[src/rtl/fifo_rd_ctrl.sv]
// fifo_rd_ctrl: turns the FIFO empty/increment interface into a registered valid/ready sample stream.
// It has a 2-entry skid buffer and frame tagging. Optional macro FIFO_RD_STATS_EN adds the o_starve_cnt counter.
`default_nettype none

module fifo_rd_ctrl #(
  parameter int DATA_W    = 16,
  parameter int FRAME_LEN = 32,
  parameter int CNT_W     = 6
) (
  input  logic              i_rd_clk,
  input  logic              i_rdrst_n,
  input  logic              i_fifo_empty,
  input  logic [DATA_W-1:0] i_fifo_data,
  output logic              o_rd_inc,
  input  logic              i_enable,
  input  logic              i_flush,
  output logic              o_valid,
  output logic [DATA_W-1:0] o_data,
  output logic              o_last,
  input  logic              i_ready,
`ifdef FIFO_RD_STATS_EN
  output logic [15:0]       o_starve_cnt,
`endif
  output logic              o_frame_done
);

  localparam logic [CNT_W-1:0] LAST_IDX = CNT_W'(FRAME_LEN - 1);

  logic [1:0]        cnt_q, cnt_d;
  logic [CNT_W-1:0]  fcnt_q, fcnt_d;
  logic [DATA_W-1:0] head_data_q, head_data_d;
  logic [DATA_W-1:0] tail_data_q, tail_data_d;
  logic              head_last_q, head_last_d;
  logic              tail_last_q, tail_last_d;
  logic              frame_done_q, frame_done_d;

  logic              deq;
  logic              pop;
  logic              new_last;
  logic [1:0]        rem;

  always_comb begin
    deq      = (cnt_q != 2'd0) & i_ready;
    rem      = cnt_q - {1'b0, deq};
    pop      = i_rdrst_n & i_enable & ~i_fifo_empty & ~i_flush & (rem < 2'd2);
    new_last = (fcnt_q == LAST_IDX);

    cnt_d        = cnt_q;
    fcnt_d       = fcnt_q;
    head_data_d  = head_data_q;
    head_last_d  = head_last_q;
    tail_data_d  = tail_data_q;
    tail_last_d  = tail_last_q;
    frame_done_d = 1'b0;

    if (i_flush) begin
      cnt_d       = 2'd0;
      fcnt_d      = '0;
      head_data_d = '0;
      head_last_d = 1'b0;
      tail_data_d = '0;
      tail_last_d = 1'b0;
    end else begin
      cnt_d        = rem + {1'b0, pop};
      frame_done_d = deq & head_last_q;
      // A dequeue from a full buffer promotes the tail entry to the head.
      if (deq && (cnt_q == 2'd2)) begin
        head_data_d = tail_data_q;
        head_last_d = tail_last_q;
      end
      if (pop) begin
        fcnt_d = new_last ? '0 : fcnt_q + CNT_W'(1);
        if (rem == 2'd0) begin
          head_data_d = i_fifo_data;
          head_last_d = new_last;
        end else begin
          tail_data_d = i_fifo_data;
          tail_last_d = new_last;
        end
      end
    end
  end

  always_ff @(posedge i_rd_clk) begin
    if (!i_rdrst_n) begin
      cnt_q        <= 2'd0;
      fcnt_q       <= '0;
      head_data_q  <= '0;
      head_last_q  <= 1'b0;
      tail_data_q  <= '0;
      tail_last_q  <= 1'b0;
      frame_done_q <= 1'b0;
    end else begin
      cnt_q        <= cnt_d;
      fcnt_q       <= fcnt_d;
      head_data_q  <= head_data_d;
      head_last_q  <= head_last_d;
      tail_data_q  <= tail_data_d;
      tail_last_q  <= tail_last_d;
      frame_done_q <= frame_done_d;
    end
  end

`ifdef FIFO_RD_STATS_EN
  logic [15:0] starve_q, starve_d;

  always_comb begin
    starve_d = starve_q;
    if (i_flush) begin
      starve_d = 16'h0;
    end else if (i_ready && (cnt_q == 2'd0) && i_enable && (starve_q != 16'hFFFF)) begin
      starve_d = starve_q + 16'd1;
    end
  end

  always_ff @(posedge i_rd_clk) begin
    if (!i_rdrst_n) begin
      starve_q <= 16'h0;
    end else begin
      starve_q <= starve_d;
    end
  end

  assign o_starve_cnt = starve_q;
`endif

  assign o_rd_inc     = pop;
  assign o_valid      = (cnt_q != 2'd0);
  assign o_data       = head_data_q;
  assign o_last       = head_last_q;
  assign o_frame_done = frame_done_q;

endmodule

`default_nettype wire

[config.mk]
export PLATFORM = sky130hd
export DESIGN_NAME = fifo_rd_ctrl
export DESIGN_NICKNAME = d
export VERILOG_FILES = /design/src/rtl/fifo_rd_ctrl.sv
export SDC_FILE = /design/constraint.sdc
export NUM_CORES = 1
export LEC_CHECK = 0
export ABC_AREA = 1
export ABC_CLOCK_PERIOD_IN_PS = 3400
export CORE_UTILIZATION = 53
export DETAILED_ROUTE_END_ITERATION = 8
export HOLD_SLACK_MARGIN = 0.08
export PLACE_DENSITY_LB_ADDON = 0.15
export SYNTH_ARGS = -nofsm -noshare
export SYNTH_HDL_FRONTEND = slang
export SYNTH_SLANG_ARGS = --single-unit
[constraint.sdc]
create_clock -name i_rd_clk -period 3.4 [get_ports i_rd_clk]
set_input_delay 0.68 -clock i_rd_clk [delete_from_list [all_inputs] [get_ports i_rd_clk]]
set_output_delay 0.68 -clock i_rd_clk [all_outputs]
set_load 0.005 [all_outputs]
==> impl_metrics.tcl <==
set metrics [dict create \
    power_leakage_nw 1.03 \
    cp.arrival_ns 2.40 \
    startpoint_type "input port" \
    syn_to_final_growth_pct 25.8 \
    synth.distinct_cells 20 \
    grt_pass1_vias 1727 \
    num-nets-final 377 \
    post-dp-hpwl_um 2560 \
    clock_path_buffers 2 \
    fin_skew_ns 0.00272 \
    rows 22 \
    synth_cells 314 \
    yosysWarnings 0 \
    syn_avg_cell_area_um2 6.48 \
    worstSetupEndpointType "primary output" \
    cts_tree "yes" \
    io_buffers 41 \
    ir_drop_mv 0.284 \
    hold_viol 0 \
    drt_iter0_drc 117 \
    synth_fp_nets 338 \
    cts_buffers 5 \
    ys_seq_area_frac 0.423 \
    synth-seq-cells 43 \
    total_power_mw 0.928 \
    htree_levels 2 \
    antenna_found_initial 0 \
    initial_core_util 0.556 \
    drc 0 \
    core-area_mm2 0.00366 \
    seqCellArea_um2 861 \
    path_cells "clkdlybuf4s50_1 -> nand2_1 -> inv_1 -> ha_1 -> inv_1 -> nand2_1 -> nand2_2 -> nor2_8 -> clkdlybuf4s50_1" \
    drv_slew 0 \
    diodes 0 \
    clk_pin_slew_worst_paths_ns 0.07 \
    grt_max_degree 36 \
    cp_slowest_cell "clkdlybuf4s50_1" \
    vias_per_cell 4.71 \
    cts_resized 0 \
    routed_wl_um 3980 \
    synth.cell_area_mm2 0.00204 \
    die_w_um 64.0 \
    fin_tns_setup_ns 0 \
    dieArea_mm2 0.00409 \
    critPathBufInv 4 \
    post_cts_buffers 0 \
    chipHeight_um 64.0 \
    setup_viol 0 \
    min_period_ns 3.08 \
    cts_root_buf "clkbuf_8" \
    ios 42 \
    status "complete, no violations" \
    final_util 0.700 \
    vias 1893 \
    power_density_mw_per_mm2 362 \
    gp_congestion 0.839 \
    multi_input_comb_area_um2 920 \
    slew_headroom 0.719 \
    rsz0062_at_grt "false" \
    clkSinkCount 43 \
    drive_above_1_share 0.0565 \
    cpPeakStageDelay_ns 0.53 \
    first_pass_iters 4 \
    wl_per_cell_um 9.90 \
    hold_slack_ns 0.466 \
    hold_buffers 0 \
    clk_latency_ns 0.29 \
    n_fill_cell 320 \
    fin_crit_sh 0.905 \
    grt_pass1_wl_um 7070 \
    antenna_left 0 \
    tightest_slew_ns 0.420 \
    overflow 0 \
    fmaxAchievable_mhz 325 \
    critPathMaxFanout 10 \
    max_cap_viol_count 0 \
    min_path_type "flop to flop" \
    required_ns 2.72 \
    worstSetupPathType "input port to primary output" \
    crit_family "buffers and inverters" \
    grt_use_total 0.220 \
]
## routing by layer
| layer | track usage | vias up | routed length, um |
|---|---|---|---|
| met5 | 0 | - | 0 |
| li1 | - | 1016 | - |
| met3 | 0.0446 | 7 | 178 |
| met2 | 0.358 | 42 | 1870 |
| met1 | 0.272 | 828 | 1860 |
| met4 | 0.119 | 0 | 74 |
## flip-flops by register name (all words and copies together) (netlist names)
signal,flops
cnt_q,2
fcnt_q,6
o_data,16
tail_last_q,1
o_last,1
o_frame_done,1
tail_data_q,16
## Yosys cell counts (all sizes together)
cell type / n / area share
a21oi: 22 / 0.054
buf: 6 / 0.022
clkbuf: 6 / 0.011
dfxtp: 43 / 0.42
ha: 2 / 0.012
inv: 50 / 0.092
nand2: 114 / 0.22
nand3: 5 / 0.012
nand4: 3 / 0.0092
nor2: 43 / 0.096
nor3: 1 / 0.0025
o21ai: 19 / 0.047
## power by group
group          switching, mW  internal (mW)
combinational         0.0348         0.0375
clock                  0.162          0.185
sequential           0.00186          0.507
total                  0.199          0.730
## final timing paths
kind / startpoint / end / slack (ns) / cells after the start
min reg2reg: tail_data_q[4]$_SDFFE_PP0P_ / tail_data_q[4]$_SDFFE_PP0P_ / 0.47 / 2
min: tail_data_q[4]$_SDFFE_PP0P_ / tail_data_q[4]$_SDFFE_PP0P_ / 0.47 / 2
max reg2reg: cnt_q[1]$_SDFF_PP0_ / tail_data_q[14]$_SDFFE_PP0P_ / 1.56 / 12
max: i_ready / o_rd_inc / 0.32 / 9
## kinds of logic after synthesis
group	count (synthesis)	share of synthesized area
buffers and inverters	62	0.125
flip-flops	43	0.423
AND/OR/NAND/NOR	166	0.339
adder cells (fa/ha/maj)	2	0.0123
AO/OA/AOI/OAI	41	0.101
## cell type report
type                    instances  share of cell area
multi-input cells             209               0.359
flip-flops and latches         43               0.336
repair buffers                 44               0.169
inverters                      50              0.0733
clock buffers                   8              0.0391
well taps                      48              0.0234
## worst register-to-register path, cell delays in order, from the launching register on
cell	delay, ns
dfxtp_1	0.34
inv_2	0.07
nand2_1	0.06
nand2_1	0.07
inv_1	0.04
ha_1	0.20
inv_1	0.08
nand2_1	0.05
nand2_1	0.11
nand2_2	0.13
nor2_4	0.36
nand2_1	0.11
a21oi_1	0.14
## through the flow
| stage | std cells | setup slack (ns) | instance area (um2) |
|---|---|---|---|
| after floorplan | 314 | 1.41 | 2040 |
| after global placement | 394 | 0.339 | 2460 |
| after detailed placement | 394 | 0.323 | 2460 |
| after CTS | 402 | 0.313 | 2560 |
| after global routing | 402 | 0.204 | 2560 |
| final | 402 | 0.322 | 2560 |
## cells in the final DEF (no fill, tap or decap)
| master | synthesis | layout |
|---|---|---|
| nand2_1 | 109 | 109 |
| inv_1 | 49 | 49 |
| dfxtp_1 | 43 | 43 |
| clkdlybuf4s50_1 | 0 | 41 |
| nor2_1 | 39 | 39 |
| a21oi_1 | 22 | 22 |
| o21ai_0 | 19 | 19 |
| clkbuf_8 | 0 | 7 |
| nand3_1 | 5 | 5 |
| nand2_2 | 4 | 4 |
| nand4_1 | 3 | 3 |
| buf_4 | 1 | 3 |
| nor2_4 | 2 | 2 |
| ha_1 | 2 | 2 |
| inv_2 | 1 | 1 |
| nor2_8 | 1 | 1 |
| nand2_4 | 1 | 1 |
| nor2_2 | 1 | 1 |
| nor3_1 | 1 | 1 |
| clkbuf_1 | 6 | 1 |
Note: power is estimated with default switching activity, not from simulation.
